<file path="src/rtl/fabric_config_loader.sv">
// Streams host words into the fabric configuration shift chain and returns the
// bits shifted out of the chain as packed readback words.
module fabric_config_loader #(
  parameter int CHAIN_LEN = 1480,
  parameter int WORD_W    = 8,
  parameter int CLK_HALF  = 1
) (
  input  logic              clk,
  input  logic              rst_n,
  input  logic              start,
  input  logic [WORD_W-1:0] wr_data,
  input  logic              wr_valid,
  output logic              wr_ready,
  output logic [WORD_W-1:0] rb_data,
  output logic              rb_valid,
  input  logic              rb_ready,
  output logic              busy,
  output logic              done,
  output logic              prog_in,
  output logic              prog_clk,
  output logic              prog_en,
  input  logic              prog_out
);

  localparam int CW = $clog2(CHAIN_LEN + 1);
  localparam int IW = $clog2(WORD_W + 1);
  localparam int PW = $clog2(CLK_HALF + 1);

  localparam logic [CW-1:0] LAST_BIT = CW'(CHAIN_LEN);
  localparam logic [IW-1:0] LAST_IDX = IW'(WORD_W);
  localparam logic [PW-1:0] LAST_PH  = PW'(CLK_HALF - 1);

  typedef enum logic [2:0] {
    S_IDLE  = 3'd0,
    S_FETCH = 3'd1,
    S_LO    = 3'd2,
    S_HI    = 3'd3,
    S_RB    = 3'd4,
    S_DONE  = 3'd5
  } state_t;

  state_t            state_q, state_d;
  logic [CW-1:0]     bit_cnt_q, bit_cnt_d;
  logic [IW-1:0]     bit_idx_q, bit_idx_d;
  logic [PW-1:0]     phase_q, phase_d;
  logic [WORD_W-1:0] shreg_q, shreg_d;
  logic [WORD_W-1:0] shreg_shift;
  logic [WORD_W-1:0] rb_data_q, rb_data_d;
  logic              wr_ready_q, wr_ready_d;
  logic              rb_valid_q, rb_valid_d;
  logic              busy_q, busy_d;
  logic              done_q, done_d;
  logic              prog_in_q, prog_in_d;
  logic              prog_clk_q, prog_clk_d;
  logic              prog_en_q, prog_en_d;

  assign shreg_shift = shreg_q >> 1;

  // Next-state and next-output computation for the load sequencer.
  always_comb begin
    state_d    = state_q;
    bit_cnt_d  = bit_cnt_q;
    bit_idx_d  = bit_idx_q;
    phase_d    = phase_q;
    shreg_d    = shreg_q;
    rb_data_d  = rb_data_q;
    wr_ready_d = wr_ready_q;
    rb_valid_d = rb_valid_q;
    busy_d     = busy_q;
    done_d     = done_q;
    prog_in_d  = prog_in_q;
    prog_clk_d = prog_clk_q;
    prog_en_d  = prog_en_q;

    case (state_q)
      S_IDLE: begin
        if (start) begin
          state_d    = S_FETCH;
          bit_cnt_d  = '0;
          bit_idx_d  = '0;
          busy_d     = 1'b1;
          wr_ready_d = 1'b1;
        end else begin
          state_d = S_IDLE;
        end
      end

      S_FETCH: begin
        if (wr_valid) begin
          state_d    = S_LO;
          shreg_d    = wr_data;
          rb_data_d  = '0;
          phase_d    = '0;
          wr_ready_d = 1'b0;
          prog_in_d  = wr_data[0];
          prog_en_d  = 1'b1;
        end else begin
          state_d = S_FETCH;
        end
      end

      S_LO: begin
        // prog_out is captured before this bit's rising edge moves the chain.
        for (int i = 0; i < WORD_W; i++) begin
          if ((phase_q == '0) && (bit_idx_q == IW'(i))) begin
            rb_data_d[i] = prog_out;
          end else begin
            rb_data_d[i] = rb_data_q[i];
          end
        end
        if (phase_q == LAST_PH) begin
          state_d    = S_HI;
          phase_d    = '0;
          prog_clk_d = 1'b1;
        end else begin
          phase_d = phase_q + PW'(1);
        end
      end

      S_HI: begin
        if (phase_q == LAST_PH) begin
          phase_d    = '0;
          prog_clk_d = 1'b0;
          bit_idx_d  = bit_idx_q + IW'(1);
          bit_cnt_d  = bit_cnt_q + CW'(1);
          shreg_d    = shreg_shift;
          if (((bit_idx_q + IW'(1)) == LAST_IDX) || ((bit_cnt_q + CW'(1)) == LAST_BIT)) begin
            state_d    = S_RB;
            rb_valid_d = 1'b1;
          end else begin
            state_d   = S_LO;
            prog_in_d = shreg_shift[0];
          end
        end else begin
          phase_d = phase_q + PW'(1);
        end
      end

      S_RB: begin
        if (rb_ready) begin
          rb_valid_d = 1'b0;
          if (bit_cnt_q == LAST_BIT) begin
            state_d   = S_DONE;
            done_d    = 1'b1;
            busy_d    = 1'b0;
            prog_en_d = 1'b0;
          end else begin
            state_d    = S_FETCH;
            bit_idx_d  = '0;
            wr_ready_d = 1'b1;
          end
        end else begin
          state_d = S_RB;
        end
      end

      S_DONE: begin
        state_d = S_IDLE;
        done_d  = 1'b0;
      end

      default: begin
        state_d    = S_IDLE;
        wr_ready_d = 1'b0;
        rb_valid_d = 1'b0;
        busy_d     = 1'b0;
        done_d     = 1'b0;
        prog_in_d  = 1'b0;
        prog_clk_d = 1'b0;
        prog_en_d  = 1'b0;
      end
    endcase
  end

  // State and output registers with synchronous active-low reset.
  always_ff @(posedge clk) begin
    if (!rst_n) begin
      state_q    <= S_IDLE;
      bit_cnt_q  <= '0;
      bit_idx_q  <= '0;
      phase_q    <= '0;
      shreg_q    <= '0;
      rb_data_q  <= '0;
      wr_ready_q <= 1'b0;
      rb_valid_q <= 1'b0;
      busy_q     <= 1'b0;
      done_q     <= 1'b0;
      prog_in_q  <= 1'b0;
      prog_clk_q <= 1'b0;
      prog_en_q  <= 1'b0;
    end else begin
      state_q    <= state_d;
      bit_cnt_q  <= bit_cnt_d;
      bit_idx_q  <= bit_idx_d;
      phase_q    <= phase_d;
      shreg_q    <= shreg_d;
      rb_data_q  <= rb_data_d;
      wr_ready_q <= wr_ready_d;
      rb_valid_q <= rb_valid_d;
      busy_q     <= busy_d;
      done_q     <= done_d;
      prog_in_q  <= prog_in_d;
      prog_clk_q <= prog_clk_d;
      prog_en_q  <= prog_en_d;
    end
  end

  assign wr_ready = wr_ready_q;
  assign rb_data  = rb_data_q;
  assign rb_valid = rb_valid_q;
  assign busy     = busy_q;
  assign done     = done_q;
  assign prog_in  = prog_in_q;
  assign prog_clk = prog_clk_q;
  assign prog_en  = prog_en_q;

endmodule

</file>
<file path="config.mk">
export PLATFORM = sky130hd
export DESIGN_NAME = fabric_config_loader
export DESIGN_NICKNAME = d
export VERILOG_FILES = /design/src/rtl/fabric_config_loader.sv
export SDC_FILE = /design/constraint.sdc
export NUM_CORES = 1
export LEC_CHECK = 0
export ABC_AREA = 1
export CAP_MARGIN = 30
export CORE_MARGIN = 3
export CORE_UTILIZATION = 55
export CTS_BUF_LIST = sky130_fd_sc_hd__clkbuf_16
export DETAILED_ROUTE_END_ITERATION = 6
export DONT_BUFFER_PORTS = 1
export GPL_TIMING_DRIVEN = 0
export PLACE_DENSITY = 0.7
export SLEW_MARGIN = 0
export SYNTH_ARGS = -nofsm -noshare
export SYNTH_HDL_FRONTEND = slang
export SYNTH_SLANG_ARGS = --single-unit
</file>
<file path="constraint.sdc">
create_clock -name clk -period 3.6 [get_ports clk]
set_input_delay 0.9 -clock clk [delete_from_list [all_inputs] [get_ports clk]]
set_output_delay 0.9 -clock clk [all_outputs]
set_load 0.02 [all_outputs]
</file>
==> results.md <==
- Sum Neg Setup Slack: 0 ps
- Sum of buffers and inverters on the critical path: 3
- Syn_area_per_cell: 6.62 µm²
- Io pins: 29
- Final wirelength: 4.69 mm
- VDD IR max: 287 µV
- TritonCTS clock tree: done
- P_leak: 0.897 nW
- Routed vias: 1946
- # diodes: 0
- GRT busiest layer: met2
- # Post-CTS Setup Buffers: 0
- Fillers: 322
- Worst-Margin Slew: 624 ps
- Met3 usage in global routing: 5.66%
- Critical path endpoint category: flop
- Cell Chain, Critical Path: inv_1, clkbuf_1, clkbuf_1, a21oi_1
- Syn Inst Count: 317
- Worst-path clk slew: 60 ps
- Die Width: 67.8 µm
- Sequential cell area fraction in the yosys report: 38.1%
- Max-slew headroom: 58.4%
- Status: complete, no violations
- Routability cong.: 0.890
- MaxCap Viol Count: 0
- Most common cell after layout, fill and taps aside: nand2_1
- DP HPWL: 3.42 mm
- TritonCTS Buffers: 5
- DR vias/cell: 5.25
- Pwr dens: 452 nW/µm²
- Hold buffer count at CTS: 0
- Clock skew: 7.98 ps
- Met2 usage: 33.0%
- Post-layout minimum cycle time: 1930 ps
- Crit-path leading delay family: buffers and inverters
- Initial antenna violation count: 0
- Area growth syn-to-layout: 9.48%
- Post-route cell area: 2300 µm²
- Top cell by count, worst path: clkbuf_1
- Row cnt: 21
- CP Class: primary input to flop
- Critical path's slowest cell: clkbuf_1
- Drt first-iter violations: 135
- Most frequent cells in the layout: nand2_1, dfxtp_1, inv_1
- Synthesis warning total: 0
- CP required: 3730 ps
- CP Launch Type: primary input
- Core box area: 3490 µm²
- Synthesized Nets: 337
- CTS Sinks: 40
- CP Max Fanout: 10
- Clk Latency, worst-skew pair: 280 ps
- Fin crit share: 53.7%
- Post-synthesis cell type count: 29
- Max Freq: 518 MHz
- Number of port buffers: 0
- Drt pass-1 iters: 4
- Global route total overflow: 0
- Synth top area cells: dfxtp_1, nand2_1, a21oi_1
- Die height: 67.8 µm
- Yosys top cell by area: dfxtp_1
- #FFs+latches synth: 40
- H-tree depth: 2
- Die area: 4590 µm²
- Share of cells above drive strength 1: 8.00%
- DP Area: 2160 µm²
- Final nets: 344
- CTS max path bufs: 2
- First-pass GRT wire length: 7.61 mm
- Number of global-route vias before repair: 1653
- Drt wl/cell: 12.6 µm
- CTS root buf: clkbuf_16
- Largest net degree at the start of global routing: 13
- Final Hold Viols: 0
- CP arrival: 2060 ps
- Synthesized area: 2100 µm²
- Top-area cell type share of the netlist area: 38.1%
- Hold_ws: 474 ps
- CP peak stage delay: 550 ps
- Pwr Total: 1.04 mW
- GR Util met1: 31.1%
- HP Class: flop to flop
- # setup viols final: 0
- Resize count post-CTS: 0
- GRT Util Overall: 22.2%
- RSZ-0062 raised after global routing: false
- Max Slew Vio Count: 0
- DRC violations left: 0
- Initial Util: 60.1%
- Routed Antenna Nets: 0
==> Yosys cell counts <==
cell / n
nand2_1: 86
dfxtp_1: 40
a21oi_1: 33
inv_1: 32
nor2_1: 29
nand3_1: 23
o21ai_0: 18
a31oi_1: 12
ha_1: 6
inv_2: 5
nor3_1: 5
nor2_2: 4
buf_2: 3
nand2_2: 3
clkbuf_1: 2
clkinv_1: 2
nand4_1: 2
a21oi_2: 1
a32oi_1: 1
buf_4: 1
clkbuf_2: 1
nand3_2: 1
nand3b_1: 1
nor2_4: 1
o211ai_1: 1
o21ai_1: 1
o31ai_1: 1
o41ai_1: 1
xnor2_1: 1
==> power by group <==
group          leakage (nW)  switching, mW  total [mW]  internal, mW
clock network        0.0764          0.172       0.425         0.253
logic                 0.496         0.0802       0.117        0.0369
registers             0.325         0.0309       0.498         0.467
==> layer usage <==
layer  share of wire (%)  up-vias  routed length (µm)
li1                    -     1052                   -
met1                  49      849                2300
met2                  45       39                2110
met3                 5.2        6                 243
met4                0.83        0                  39
met5                   0        -                   0
==> through the flow <==
stage          instances  utilization (%)  worst slack [ps]
3_5_place_dp         363             61.7              1410
5_1_grt              371             65.8              1580
4_1_cts              371             65.8              1680
6_report             371             65.8              1670
2_1_floorplan        317                -              1900
3_3_place_gp         363             61.7              1430
==> sequential cells by signal, indices dropped and copies added, names as in the netlist <==
signal / flops
busy: 1
bit_cnt_q: 11
wr_ready: 1
prog_in: 1
shreg_q: 7
bit_idx_q: 4
done: 1
state_q: 3
rb_valid: 1
rb_data: 8
prog_en: 1
prog_clk: 1
==> cell type report <==
type | instances | area, µm² | share of cell area [%]
multi-input cells | 231 | 1120 | 48.6
well taps | 46 | 57.6 | 2.50
plain buffers | 7 | 35.0 | 1.52
inverters | 39 | 146 | 6.37
clock buffers | 5 | 125 | 5.44
flip-flops and latches | 40 | 801 | 34.8
clock inverters | 3 | 16.3 | 0.708
==> worst min-delay path, cell delays in order, from the launching register on <==
cell	delay (ps)
dfxtp_1	300
nand2_1	60
a31oi_1	70
==> final timing paths <==
path | startpoint | to | slack, ps | cells after the start
max | rst_n | bit_cnt_q[4] | 1670 | 4
min | shreg_q[4] | shreg_q[3] | 470 | 2
max reg2reg | bit_cnt_q[1] | prog_in | 1800 | 12
min reg2reg | shreg_q[4] | shreg_q[3] | 470 | 2
==> cell families (layout without fill, tap and decap cells) <==
group / count (synthesis) / in the layout / synth area share, %
AO/OA/AOI/OAI: 69 / 69 / 17.9
buffers and inverters: 46 / 54 / 8.64
adder cells (fa/ha/maj): 6 / 6 / 3.58
AND/OR/NAND/NOR: 155 / 155 / 31.3
XOR/XNOR: 1 / 1 / 0.417
flip-flops: 40 / 40 / 38.1
Note: power is estimated with default switching activity, not from simulation.
